### config.mk
export PLATFORM = sky130hd
export DESIGN_NAME = chained_step_counter
export DESIGN_NICKNAME = d
export VERILOG_FILES = /design/src/rtl/chained_step_counter_pkg.sv /design/src/rtl/chained_step_counter_step_adder_stage.sv /design/src/rtl/chained_step_counter.sv
export SDC_FILE = /design/constraint.sdc
export NUM_CORES = 1
export LEC_CHECK = 0
export BUFFER_PORTS_ARGS = -buffer_cell sky130_fd_sc_hd__buf_2
export CAP_MARGIN = 20
export CORE_MARGIN = 8
export CORE_UTILIZATION = 57
export DETAILED_ROUTE_END_ITERATION = 6
export PLACE_DENSITY = 0.78
export SETUP_SLACK_MARGIN = 0.5
export SLEW_MARGIN = 30
export SYNTH_ARGS = -nofsm -noshare
export SYNTH_HDL_FRONTEND = slang
export SYNTH_SLANG_ARGS = --single-unit
### constraint.sdc
create_clock -name clock -period 3.1 [get_ports clock]
set_clock_uncertainty 0.05 [all_clocks]
set_input_delay 0.775 -clock clock [delete_from_list [all_inputs] [get_ports clock]]
set_output_delay 0.775 -clock clock [all_outputs]
set_load 0.005 [all_outputs]
### src/rtl/chained_step_counter_pkg.sv
// Shared types and constants for the chained step counter.
package chained_step_counter_pkg;

  typedef enum logic {
    IDLE = 1'b0,
    RUN  = 1'b1
  } state_t;

  localparam int MAX_STAGES = 8;
  // Stage index runs 0..MAX_STAGES, so it needs room for MAX_STAGES itself.
  localparam int IDX_W = $clog2(MAX_STAGES + 1);

  // Width-generic add on a fixed 33-bit sum. Operands must already fit in
  // 'width' bits. Returns {carry, result}; on carry the result is either the
  // wrapped low bits or all-ones when saturating.
  function automatic logic [32:0] sat_add(input logic [31:0] a,
                                          input logic [31:0] b,
                                          input int unsigned width,
                                          input bit saturate);
    logic [32:0] sum;
    logic [32:0] mask;
    logic        carry;
    sum   = {1'b0, a} + {1'b0, b};
    mask  = (33'd1 << width) - 33'd1;
    // Any bit above the operand width can only be the carry out.
    carry = |(sum & ~mask);
    if (carry) begin
      sum = saturate ? mask : (sum & mask);
    end
    return {carry, sum[31:0]};
  endfunction

endpackage

### src/rtl/chained_step_counter_step_adder_stage.sv
// One adder stage: WIDTH+1-bit sum with wrap or clamp on carry.
module step_adder_stage
  import chained_step_counter_pkg::*;
#(
  parameter int WIDTH    = 8,
  parameter int SATURATE = 0
) (
  input  logic [WIDTH-1:0] a_i,
  input  logic [WIDTH-1:0] b_i,
  output logic [WIDTH-1:0] sum_o,
  output logic             carry_o
);

  logic [WIDTH:0] raw_w;

  // Full-width sum; a carry either wraps (low bits kept) or clamps to all-ones.
  always_comb begin
    raw_w   = {1'b0, a_i} + {1'b0, b_i};
    carry_o = raw_w[WIDTH];
    if (raw_w[WIDTH] && (SATURATE != 0)) begin
      sum_o = '1;
    end else begin
      sum_o = raw_w[WIDTH-1:0];
    end
  end

endmodule

### src/rtl/chained_step_counter.sv
// Counter advanced by a registered chain of STAGES adder stages per pass.
//
// Handshake: ready_o is high exactly while the block is IDLE. On a rising
// edge with ready_o=1, load_i=1 loads load_value_i (and clears overflow);
// otherwise start_i=1 accepts a pass and samples step_i on that edge only.
// While busy (ready_o=0) start_i and load_i are ignored, never queued.
// done_o pulses for one cycle when count_o takes the chain result.
module chained_step_counter
  import chained_step_counter_pkg::*;
#(
  parameter int WIDTH    = 8,
  parameter int STAGES   = 2,
  parameter int SATURATE = 0
) (
  input  logic                    clock,
  input  logic                    rst_n,
  input  logic                    start_i,
  output logic                    ready_o,
  input  logic [STAGES*WIDTH-1:0] step_i,
  input  logic                    load_i,
  input  logic [WIDTH-1:0]        load_value_i,
  output logic [WIDTH-1:0]        count_o,
  output logic                    done_o,
  output logic                    overflow_o,
  output state_t                  state_o
);

  state_t                  state_q, state_d;
  logic [IDX_W-1:0]        idx_q, idx_d;
  logic [WIDTH-1:0]        count_q, count_d;
  logic                    ready_q, ready_d;
  logic                    done_q, done_d;
  logic                    ovf_q, ovf_d;
  logic [STAGES*WIDTH-1:0] step_q, step_d;
  logic [WIDTH-1:0]        stage_q [STAGES];
  logic [WIDTH-1:0]        stage_d [STAGES];

  logic [WIDTH-1:0]        step_view_w [STAGES];
  logic [WIDTH-1:0]        sum_w [STAGES];
  logic [STAGES-1:0]       carry_w;

  // Stage 0 adds the live step on the accept edge; later stages use the latch.
  for (genvar k = 0; k < STAGES; k++) begin : g_stage
    logic [WIDTH-1:0] a_w;
    if (k == 0) begin : g_first
      assign a_w = count_q;
    end else begin : g_next
      assign a_w = stage_q[k-1];
    end
    assign step_view_w[k] = (state_q == IDLE) ? step_i[k*WIDTH +: WIDTH]
                                              : step_q[k*WIDTH +: WIDTH];
    step_adder_stage #(
      .WIDTH    (WIDTH),
      .SATURATE (SATURATE)
    ) u_stage (
      .a_i     (a_w),
      .b_i     (step_view_w[k]),
      .sum_o   (sum_w[k]),
      .carry_o (carry_w[k])
    );
  end

  // State register plus datapath and output registers, synchronous reset.
  always_ff @(posedge clock) begin
    if (!rst_n) begin
      state_q <= IDLE;
      idx_q   <= '0;
      count_q <= '0;
      ready_q <= 1'b1;
      done_q  <= 1'b0;
      ovf_q   <= 1'b0;
      step_q  <= '0;
      for (int k = 0; k < STAGES; k++) begin
        stage_q[k] <= '0;
      end
    end else begin
      state_q <= state_d;
      idx_q   <= idx_d;
      count_q <= count_d;
      ready_q <= ready_d;
      done_q  <= done_d;
      ovf_q   <= ovf_d;
      step_q  <= step_d;
      for (int k = 0; k < STAGES; k++) begin
        stage_q[k] <= stage_d[k];
      end
    end
  end

  // Next state: accept a start (load wins) in IDLE, walk idx through the chain in RUN.
  always_comb begin
    state_d = state_q;
    idx_d   = idx_q;
    case (state_q)
      IDLE: begin
        if (start_i && !load_i) begin
          state_d = RUN;
          idx_d   = IDX_W'(1);
        end
      end
      RUN: begin
        if (idx_q == IDX_W'(STAGES)) begin
          state_d = IDLE;
          idx_d   = '0;
        end else begin
          idx_d = idx_q + IDX_W'(1);
        end
      end
      default: begin
        state_d = IDLE;
        idx_d   = '0;
      end
    endcase
  end

  // Datapath/output next values: load, stage writes, result commit and done pulse.
  always_comb begin
    count_d = count_q;
    ready_d = ready_q;
    done_d  = 1'b0;
    ovf_d   = ovf_q;
    step_d  = step_q;
    for (int k = 0; k < STAGES; k++) begin
      stage_d[k] = stage_q[k];
    end
    case (state_q)
      IDLE: begin
        if (load_i) begin
          count_d = load_value_i;
          ovf_d   = 1'b0;
        end else if (start_i) begin
          step_d     = step_i;
          stage_d[0] = sum_w[0];
          ovf_d      = ovf_q | carry_w[0];
          ready_d    = 1'b0;
        end
      end
      RUN: begin
        if (idx_q == IDX_W'(STAGES)) begin
          count_d = stage_q[STAGES-1];
          done_d  = 1'b1;
          ready_d = 1'b1;
        end else begin
          for (int k = 1; k < STAGES; k++) begin
            if (idx_q == IDX_W'(k)) begin
              stage_d[k] = sum_w[k];
              ovf_d      = ovf_q | carry_w[k];
            end
          end
        end
      end
      default: begin
        ready_d = 1'b1;
      end
    endcase
  end

  assign ready_o    = ready_q;
  assign count_o    = count_q;
  assign done_o     = done_q;
  assign overflow_o = ovf_q;
  assign state_o    = state_q;

endmodule
# Word level (Yosys, flattened, before mapping)
# Memory sizes are Yosys's and may differ from the RTL's.
# Cells that the tools add are included.
op_classes:
  mux: 31
  n_bitwise: 6
  add_sub_neg: 3
  eq_ne: 10
  reduce_logical: 7
op_table:
  columns: ["op", "count"]
  rows:
  - ["8-bit 2-to-1 mux", 12]
  - ["8-bit by 8-bit adder with 9-bit output", 2]
  - ["8-bit one-hot mux with 2 select lines", 1]
  - ["1-bit 2-to-1 mux", 12]
  - ["3-bit AND reduction", 3]
  - ["4-bit 2-to-1 mux", 2]
  - ["2-bit inequality test, second input constant", 4]
  - ["4-bit one-hot mux with 2 select lines", 1]
  - ["2-bit by 1-bit inequality test with 1-bit output, second input constant", 3]
  - ["1-bit one-hot mux with 2 select lines", 3]
  - ["4-bit by 1-bit adder with 4-bit output, second input constant", 1]
  - ["4-bit by 1-bit equality test with 1-bit output, second input constant", 1]
  - ["4-bit by 2-bit equality test with 1-bit output, second input constant", 1]
  - ["1-bit bitwise OR", 4]
  - ["2-bit AND reduction", 2]
  - ["3-bit inequality test, second input constant", 1]
  - ["1-bit inverter", 2]
  - ["1-bit logical AND", 1]
  - ["1-bit zero test", 1]
totals:
  out_inout_bits: 12
  mem_count: 1
  wordCells: 65
  ramBits: 16
  inputBits: 28
  regBits: 32
mem_list:
  columns: ["name", "depth", "width", "read_ports", "rd_ports_with_merged_regs", "wr", "line", "source"]
  rows:
  - ["stage_q", 2, 8, 2, 0, 2, "chained_step_counter.sv:35", "logic [WIDTH-1:0] stage_q [STAGES];"]

# Longest topological paths before layout
# Gate-level depths: netlist of the first run.
logic_depth:
  depth_word: 6
  mapped_depth: 10
  depth_no_buf: 8

# Cells and area by module
# From an unflattened synthesis of the first run, not the netlist that was laid out.
hier_totals:
  hier_cells: 311
  hier_area_um2: 2682.6
by_module_without_submodules:
  columns: ["module", "seq_area_each_um2", "n_inst", "cells_per_inst", "area_per_inst_um2"]
  rows:
  - ["chained_step_counter", 960.9, 1, 227, 2034.5]
  - ["step_adder_stage", 0.0, 2, 42, 324.1]

# Worst setup path before layout of the first run
# Ideal clock, no wire load.
synth_timing:
  path_type: "reg2reg"
  start: "register state_q (netlist: state_o)"
  end: "memory stage_q[0][4]"
  arrival_time_ns: 2.479
  setup_ns: 0.115
  synth_period_minus_slack_ns: 2.644
  n_path_buf: 2
  path_slack_ns: 0.456
  t_required_ns: 2.935
  stages_incl_launch_ff: 11
  cell_sequence: "dfxtp_1 buf_4 clkbuf_1 mux2_2 ha_1 fa_1 a21o_1 a21oi_1 xor2_1 o21ai_0 and2_1"
synth_lines:
  columns: ["element", "line", "source"]
  rows:
  - ["start, declared", "chained_step_counter.sv:28", "state_t state_q, state_d;"]
  - ["start signal, assigned", "chained_step_counter.sv:77", "state_q <= state_d;"]
  - ["end, declared", "chained_step_counter.sv:35", null]

==> results.sh, run 1 <==
export IMPL_drt_pass1_iter_count=4
export IMPL_die_area_um2=7320
export IMPL_slew_limit_headroom=0.596
export IMPL_drc=0
export IMPL_seq_power_share=0.473
export IMPL_die_x_um=85.5
export IMPL_clk_path_buf_depth=2
export IMPL_grt_start_max_net_pins=37
export IMPL_drv_slew=0
export IMPL_cts_sinks=48
export IMPL_intPower_mw=1.03
export IMPL_cts_tree="done"
export IMPL_port_buffers=39
export IMPL_fin_util=0.663
export IMPL_drtIter0Drc=119
export IMPL_grt_antenna_before_repair=0
export IMPL_initial_core_util=0.587
export IMPL_p_comb_frac=0.212
export IMPL_cp_data_arrival_time_ps=2630
export IMPL_power_share_clock=0.315
export IMPL_worstPathMaxFanout=13
export IMPL_synthCells=307
export IMPL_synth_top_flop_cell="dfxtp_1"
export IMPL_core_um2=4690
export IMPL_cts_buffers=5
export IMPL_vias=2335
export IMPL_hold_viol=0
export IMPL_status="finished, final reports clean"
export IMPL_ant_nets=0
export IMPL_netSwitchingFraction=0.279
export IMPL_drt_wl_total_um=6400
export IMPL_dp_hpwl_um=4760
export IMPL_crit_path_start_kind="flip-flop"
export IMPL_n_antenna_cell=0
export IMPL_htreeDepth=2
export IMPL_async_reset_ff_frac=0
export IMPL_ys_ff_latch=48
export IMPL_ys_seq_area_frac=0.349
export IMPL_syn_area_per_cell_um2=8.98
export IMPL_worst_pin_slew_ps=606
export IMPL_leakage_nw=1.38
export IMPL_ys_warnings_count=0
export IMPL_setup_viol=0
export IMPL_multi_input_area_um2=1700
export IMPL_crit_type="reg2reg"
export IMPL_p_per_area_nw_per_um2=460
export IMPL_final_layout_size_suffix_gt1_frac=0.227
export IMPL_path_clk_slew_ps=90
export IMPL_grt_pass1_vias=2220
export IMPL_pin_count=40
export IMPL_synth_top_area_cell="dfxtp_1"
export IMPL_fin_crit_sh=0.802
export IMPL_die_y_um=85.5
export IMPL_yosysMostFrequentCell="nand2_1"
export IMPL_p_sw_uw=400
export IMPL_drt_wirelength_per_cell_um=16.1
export IMPL_final_net_count=389
export IMPL_cts_root_buf="clkbuf_8"
export IMPL_synth_common_cells="nand2_1, dfxtp_1, ha_1, mux2_2, a21boi_0"
export IMPL_synth_edf_count=0
export IMPL_hold_class="reg2reg"
export IMPL_ir_worst_vdd_mv=0.262
export IMPL_grt_setup_unrepaired="no"
export IMPL_holdBufCountCts=0
export IMPL_fin_tns_setup_ps=0
export IMPL_syn_to_final_growth_pct=12.9
export IMPL_area_sequential_um2=962
export IMPL_dp_cells=390
export IMPL_required_ps=3240
export IMPL_syn_area_um2=2760
export IMPL_ys_types=49
export IMPL_gr_total_overflow=0
export IMPL_rows=25
export IMPL_grt_usage=0.181
export IMPL_clk_latency_ps=300
export IMPL_postCtsSetupBuffers=0
export IMPL_ys_top_cells_by_area="dfxtp_1, nand2_1, ha_1"
export IMPL_globalplace_congestion=0.876
export IMPL_synthesis_nets=353
export IMPL_fill_cells=414
export IMPL_fin_crit_ps=2490
export IMPL_grt_first_pass_wirelength_um=10600
export IMPL_vias_per_cell=5.87
export IMPL_maxCapViolCount=0
export IMPL_max_freq_mhz=402
export IMPL_fin_cells=398
export IMPL_synth_top_cell_area_share=0.349
export IMPL_end_kind="flip-flop"
[path summary, 6_finish.rpt]
path	startpoint	to	slack, ps	depth (start not counted)
hold reg to reg	ready_o	ready_o	400	1
setup / recovery	state_o	stage_q[0][15]	610	8
hold / removal	ready_o	ready_o	400	1
setup reg to reg	state_o	stage_q[0][15]	610	8
[flip-flops by register name, indices dropped and copies added (netlist names)]
| signal | count |
|---|---|
| count_o | 8 |
| ready_o | 1 |
| state_o | 1 |
| done_o | 1 |
| overflow_o | 1 |
| stage_q | 16 |
| step_q | 16 |
| idx_q | 4 |
[per-layer routing]
metal / GRT usage / routed length [um] / part of all wire
met1: 0.233 / 3060 / 0.48
met2: 0.290 / 3020 / 0.47
met5: 0 / 0 / 0
met4: 0.0557 / 93 / 0.015
met3: 0.0430 / 238 / 0.037
[layout make-up]
type                    instances  share of cell area
repair buffers                 47              0.0844
inverters                       2             0.00241
flip-flops and latches         48               0.309
multi-input cells             239               0.546
clock buffers                   5              0.0221
clock inverters                 3              0.0137
well taps                      54              0.0217
[power groups by stage]
stage	sequential, mW	clock, mW	combinational [mW]
floorplan	0.684	0	0.220
CTS	0.677	0.465	0.304
global route	0.682	0.498	0.340
detailed placement	0.691	0	0.300
global placement	0.690	0	0.295
finish	0.678	0.451	0.303
[cells in the final DEF, fill, tap and decap left out, drive strengths merged, types with 3 or more instances in the layout]
master	instances
mux2	16
o211ai	4
a21o	5
xor2	3
nand2b	3
nor3	5
nor2b	7
buf	47
nand3b	3
a211oi	6
nand2	59
a31oi	3
nand4	4
nor2	6
ha	16
o211a	10
clkbuf	5
mux2i	9
and4b	3
xnor2	3
o21ai	12
a21oi	5
dfxtp	48
nand3	9
a21boi	23
[per-stage QoR]
stage	hold slack, ps	setup WS [ps]	power, mW	instance area [um2]
floorplan	380	602	0.904	2760
global placement	381	416	0.985	2990
detailed placement	384	371	0.991	2990
CTS	405	524	1.45	3110
global route	432	495	1.52	3110
finish	398	613	1.43	3110
[timing repair]
action	in CTS	in global routing
setup endpoints to repair	2	6
resized for setup	1	2
pin swaps	0	0
[worst max-delay path, stage by stage (launching register included)]
cell and delay (ps):
dfxtp_2 420, buf_8 180, mux2_2 380, ha_1 300
a211oi_1 270, nor2_1 120, o41ai_1 410, or4b_1 180
nand3_1 60
[cells by family (layout without fill, tap and decap cells)]
kind of cell	count (synthesis)	after routing	synth area share
fa+ha+maj	18	18	0.0872
xor+xnor	6	6	0.0191
simple gates	111	111	0.203
flops	48	48	0.349
mux	25	25	0.0980
buf+inv	20	57	0.0354
compound gates	79	79	0.208
(Power assumes the default switching activity.)
==> run 2: changes to the inputs <==
--- a/config.mk
+++ b/config.mk
@@ -5,12 +5,13 @@
 export SDC_FILE = /design/constraint.sdc
 export NUM_CORES = 1
 export LEC_CHECK = 0
+export ABC_AREA = 1
 export BUFFER_PORTS_ARGS = -buffer_cell sky130_fd_sc_hd__buf_2
 export CAP_MARGIN = 20
 export CORE_MARGIN = 8
-export CORE_UTILIZATION = 57
+export CORE_UTILIZATION = 52
 export DETAILED_ROUTE_END_ITERATION = 6
-export PLACE_DENSITY = 0.78
+export PLACE_DENSITY = 0.74
 export SETUP_SLACK_MARGIN = 0.5
 export SLEW_MARGIN = 30
 export SYNTH_ARGS = -nofsm -noshare
==> constraint.sdc (replaced) <==
create_clock -name clock -period 2.1 [get_ports clock]
set_clock_uncertainty 0.05 [all_clocks]
set_input_delay 0.525 -clock clock [delete_from_list [all_inputs] [get_ports clock]]
set_output_delay 0.525 -clock clock [all_outputs]
set_load 0.005 [all_outputs]
==> results.sh, run 2 <==
export IMPL_critPathTopFamily="compound AO/OA/AOI/OAI gates"
export IMPL_p_comb_frac=0.262
export IMPL_intPower_mw=1.58
export IMPL_syn_area_per_cell_um2=6.96
export IMPL_grt_pass1_vias=2482
export IMPL_fin_crit_ps=1870
export IMPL_die_x_um=89.3
export IMPL_synth_top_flop_cell="dfxtp_1"
export IMPL_ir_worst_vdd_mv=0.490
export IMPL_crit_type="reg2reg"
export IMPL_clk_latency_ps=300
export IMPL_die_y_um=89.3
export IMPL_netSwitchingFraction=0.306
export IMPL_holdBufCountCts=0
export IMPL_path_cells="buf_4, o21ai_0, ha_1, nand2_1, inv_1, a21oi_1, nand2_1, nand2_1, nand3_1, nand2_1, inv_1"
export IMPL_cts_tree="done"
export IMPL_vias=2692
export IMPL_final_cell_area_um2=3550
export IMPL_drt_wl_total_um=7260
export IMPL_drtIter0Drc=183
export IMPL_seq_power_share=0.443
export IMPL_layout_common_cells="nand2_1, inv_1, dfxtp_1, buf_2, buf_4"
export IMPL_fin_tns_setup_ps=0
export IMPL_htreeDepth=2
export IMPL_syn_to_final_growth_pct=26.8
export IMPL_cts_sinks=48
export IMPL_holdWs_ps=407
export IMPL_rows=26
export IMPL_vias_per_cell=5.01
export IMPL_hold_class="reg2reg"
export IMPL_clk_path_buf_depth=2
export IMPL_leakage_nw=1.86
export IMPL_place_area_um2=3060
export IMPL_ys_seq_area_frac=0.344
export IMPL_setup_viol=0
export IMPL_ys_ff_latch=48
export IMPL_hold_viol=0
export IMPL_grt_setup_unrepaired="yes"
export IMPL_worstPathMaxFanout=6
export IMPL_drt_pass1_iter_count=4
export IMPL_gr_total_overflow=0
export IMPL_critPathBufInv=3
export IMPL_ys_types=31
export IMPL_cts_buffers=5
export IMPL_grt_first_pass_wirelength_um=11200
export IMPL_max_freq_mhz=536
export IMPL_ff2ff_path_depth=11
export IMPL_synth_edf_count=0
export IMPL_yosysMostFrequentCell="nand2_1"
export IMPL_drc=0
export IMPL_core_um2=5140
export IMPL_rrSetupSlack_ps=230
export IMPL_cp_data_arrival_time_ps=2030
export IMPL_ys_top_cells_by_area="dfxtp_1, nand2_1, inv_1"
export IMPL_globalplace_congestion=0.900
export IMPL_cp_depth=11
export IMPL_slew_limit_headroom=0.803
export IMPL_crit_path_start_kind="flip-flop"
export IMPL_fin_cells=537
export IMPL_slowest_delay_ps=390
export IMPL_ys_warnings_count=0
export IMPL_fin_util=0.690
export IMPL_dp_cells=505
export IMPL_required_ps=2260
export IMPL_port_buffers=39
export IMPL_pin_count=40
export IMPL_r2r_start="state_o"
export IMPL_dp_hpwl_um=4980
export IMPL_grt_start_max_net_pins=25
export IMPL_cp_startpoint="state_o"
export IMPL_syn_area_um2=2800
export IMPL_grt_usage=0.179
export IMPL_synth_top_area_cell="dfxtp_1"
export IMPL_async_reset_ff_frac=0
export IMPL_maxCapViolCount=0
export IMPL_slowest_stage="dfxtp_4"
export IMPL_die_area_um2=7980
export IMPL_worstSetupEndpoint="overflow_o"
export IMPL_ant_nets=0
export IMPL_drt_wirelength_per_cell_um=13.5
export IMPL_cts_root_buf="clkbuf_8"
export IMPL_power_share_clock=0.295
export IMPL_synthCells=402
export IMPL_synthesis_nets=448
export IMPL_synth_top_cell_area_share=0.344
export IMPL_fill_cells=452
export IMPL_final_net_count=512
export IMPL_path_clk_slew_ps=100
export IMPL_drv_slew=0
export IMPL_p_sw_uw=697
export IMPL_fin_crit_sh=0.888
export IMPL_final_common_cell="nand2_1"
export IMPL_rr_endpoint="overflow_o"
export IMPL_synth_common_cells="nand2_1, inv_1, dfxtp_1"
export IMPL_worst_pin_slew_ps=296
export IMPL_grt_antenna_before_repair=0
export IMPL_n_antenna_cell=0
export IMPL_p_per_area_nw_per_um2=642
export IMPL_final_layout_size_suffix_gt1_frac=0.289
export IMPL_end_kind="flip-flop"
export IMPL_crit_top_cell="nand2_1"
export IMPL_initial_core_util=0.544
export IMPL_status="finished, final reports clean"
-- run 2: worst min path at each step --
stage / from / endpoint / cells after the start
CTS: ready_o / ready_o / 2
detailed placement: ready_o / ready_o / 2
floorplan: step_q[15] / step_q[15] / 2
finish: ready_o / ready_o / 2
global placement: ready_o / ready_o / 2
global route: step_i[12] / step_q[12] / 3
-- run 2: cell type report --
cell class | instances | area, um2 | share of cell area
Inverter | 68 | 272 | 0.0766
Multi-Input combinational cell | 276 | 1690 | 0.476
Tap cell | 70 | 87.6 | 0.0247
Clock inverter | 3 | 42.5 | 0.0120
Sequential cell | 48 | 965 | 0.272
Timing Repair Buffer | 67 | 424 | 0.120
Clock buffer | 5 | 68.8 | 0.0194
-- run 2: power by group through the flow --
stage                     Clock (mW)  Sequential [mW]  Combinational (mW)
after floorplan                    0             1.01               0.331
after global placement             0             1.03               0.434
after detailed placement           0             1.03               0.442
after CTS                      0.685             1.00               0.503
after global routing           0.721             1.01               0.660
final                          0.672             1.01               0.597
-- run 2: cell families after synthesis --
logic type / count (synthesis) / share of synthesized area
buf+inv: 78 / 0.117
flops: 48 / 0.344
xor+xnor: 5 / 0.0157
compound gates: 72 / 0.152
fa+ha+maj: 18 / 0.0859
simple gates: 181 / 0.286
-- run 2: stage by stage --
step	setup slack, ps	total power [mW]
final	235	2.28
after CTS	264	2.19
after floorplan	193	1.35
after detailed placement	39.7	1.47
after global placement	70.1	1.46
after global routing	133	2.39
-- run 2: timing repair --
action	CTS	global route
pin swaps	12	14
resized for setup	33	26
setup endpoints to repair	41	20
setup buffers	9	15
endpoints found under the hold margin	0	0
-- run 2: layer usage --
metal | routed length [um] | track usage
met5 | 0 | 0
met2 | 3590 | 0.302
met1 | 3150 | 0.223
met3 | 352 | 0.0340
met4 | 174 | 0.0604
-- run 2: worst reg2reg max path, delay by kind of cell, from the launching register on --
family | cells | cell delay (ps)
compound gates | 2 | 400
flops | 1 | 390
buf+inv | 3 | 230
simple gates | 5 | 360
fa+ha+maj | 1 | 340
==> run 3: changes to the inputs <==
--- a/config.mk
+++ b/config.mk
@@ -9,9 +9,9 @@
 export BUFFER_PORTS_ARGS = -buffer_cell sky130_fd_sc_hd__buf_2
 export CAP_MARGIN = 20
 export CORE_MARGIN = 8
-export CORE_UTILIZATION = 52
+export CORE_UTILIZATION = 40
 export DETAILED_ROUTE_END_ITERATION = 6
-export PLACE_DENSITY = 0.74
+export PLACE_DENSITY = 0.59
 export SETUP_SLACK_MARGIN = 0.5
 export SLEW_MARGIN = 30
 export SYNTH_ARGS = -nofsm -noshare
==> results.sh, run 3 (same netlist as run 2, synthesis figures left out) <==
export IMPL_syn_to_final_growth_pct=40.4
export IMPL_setup_viol=0
export IMPL_end_kind="flip-flop"
export IMPL_intPower_mw=1.56
export IMPL_drt_pass1_iter_count=4
export IMPL_hold_viol=0
export IMPL_crit_type="reg2reg"
export IMPL_die_x_um=99.6
export IMPL_drt_wl_total_um=8210
export IMPL_gr_total_overflow=0
export IMPL_power_share_clock=0.251
export IMPL_netSwitchingFraction=0.318
export IMPL_final_common_cell="nand2_1"
export IMPL_grt_antenna_before_repair=0
export IMPL_dp_hpwl_um=5230
export IMPL_required_ps=2250
export IMPL_cts_buffers=5
export IMPL_maxCapViolCount=0
export IMPL_drtIter0Drc=118
export IMPL_cts_sinks=48
export IMPL_drc=0
export IMPL_port_buffers=39
export IMPL_path_clk_slew_ps=90
export IMPL_p_sw_uw=728
export IMPL_vias_per_cell=4.86
export IMPL_hold_class="reg2reg"
export IMPL_fin_tns_setup_ps=0
export IMPL_clk_latency_ps=300
export IMPL_final_layout_size_suffix_gt1_frac=0.363
export IMPL_vias=2825
export IMPL_grt_pass1_vias=2540
export IMPL_grt_start_max_net_pins=25
export IMPL_worstPathMaxFanout=6
export IMPL_crit_path_start_kind="flip-flop"
export IMPL_ant_nets=0
export IMPL_drt_wirelength_per_cell_um=14.1
export IMPL_grt_first_pass_wirelength_um=11800
export IMPL_layout_common_cells="nand2_1, inv_1, dfxtp_1, buf_2, buf_4"
export IMPL_htreeDepth=2
export IMPL_slew_limit_headroom=0.773
export IMPL_drv_slew=0
export IMPL_fin_util=0.578
export IMPL_die_y_um=99.6
export IMPL_ir_worst_vdd_mv=0.360
export IMPL_leakage_nw=1.98
export IMPL_power_mw=2.29
export IMPL_die_area_um2=9920
export IMPL_cts_tree="done"
export IMPL_p_per_area_nw_per_um2=582
export IMPL_status="finished, final reports clean"
export IMPL_max_freq_mhz=525
export IMPL_holdBufCountCts=0
export IMPL_place_area_um2=3110
export IMPL_rows=30
export IMPL_fin_crit_ps=1900
export IMPL_fin_crit_sh=0.906
export IMPL_clk_path_buf_depth=2
export IMPL_cp_data_arrival_time_ps=2060
export IMPL_initial_core_util=0.412
export IMPL_p_comb_frac=0.307
export IMPL_pin_count=40
export IMPL_worst_pin_slew_ps=337
export IMPL_grt_setup_unrepaired="yes"
export IMPL_final_net_count=530
export IMPL_final_cell_area_um2=3930
export IMPL_grt_usage=0.148
export IMPL_globalplace_congestion=0.819
export IMPL_cts_root_buf="clkbuf_8"
export IMPL_core_um2=6790
export IMPL_seq_power_share=0.442
export IMPL_n_antenna_cell=0
-- run 3: cell count changes in the layout (fill, tap and decap cells not counted), moves of 4 or more --
cell | previous run | this run
o21ai_2 | 16 | 23
nand2_1 | 115 | 106
o21ai_0 | 19 | 7
inv_2 | 3 | 7
nor2_2 | 0 | 4
nor2_1 | 20 | 16
nand2_2 | 7 | 13
buf_12 | 0 | 6
o21ai_1 | 14 | 20
buf_6 | 3 | 10
inv_1 | 60 | 55
-- run 3: power by group through the flow --
stage	clock, mW	sequential (mW)	combinational (mW)
floorplan	0	1.01	0.331
global placement	0	1.03	0.443
detailed placement	0	1.03	0.445
CTS	0.585	1.00	0.533
finish	0.575	1.01	0.702
global route	0.620	1.02	0.769
-- run 3: critical path, stage by stage (launching register included) --
cell and delay, ps:
dfxtp_4 390, buf_8 140, nand2_2 60, o21ai_2 50
ha_2 200, fa_2 430, nand3_2 80, nand3_2 80
nand2_1 80, nand2_1 50, nand2_1 50, nand3_1 60
nand2_1 60, inv_1 40
-- run 3: per-layer routing --
metal  wire length [um]  vias to the layer above  track usage
li1                   -                     1445            -
met1               3530                     1308        0.179
met2               4270                       56        0.256
met3                270                       16       0.0286
met4                144                        0       0.0431
met5                  0                        -            0
-- run 3: path summary, 6_finish.rpt --
kind / start / endpoint / slack [ps] / cells past startpoint
setup / recovery: state_o / overflow_o / 200 / 13
hold / removal: ready_o / ready_o / 400 / 2
setup reg to reg: state_o / overflow_o / 200 / 13
hold reg to reg: ready_o / ready_o / 400 / 2
-- run 3: cell type report --
cell class / count / area (um2)
inverters: 68 / 297
flip-flops and latches: 48 / 965
repair inverters: 1 / 8.76
repair buffers: 83 / 663
multi-input cells: 277 / 1780
well taps: 96 / 120
clock buffers: 8 / 90.1
fillers: 616 / 2870
-- run 3: metrics by stage --
step | hold WS, ps | cells | worst slack [ps]
3_5_place_dp | 393 | 533 | 25.1
6_report | 404 | 581 | 197
5_1_grt | 424 | 581 | 57.7
3_3_place_gp | 388 | 533 | 37.9
2_1_floorplan | 378 | 402 | 193
4_1_cts | 411 | 555 | 226
-- run 3: what timing repair did --
item | 4_1_cts | 5_1_grt
resized for setup | 38 | 89
setup buffers | 14 | 24
setup endpoints to repair | 41 | 39
cloned | 0 | 2
pin swaps | 25 | 33
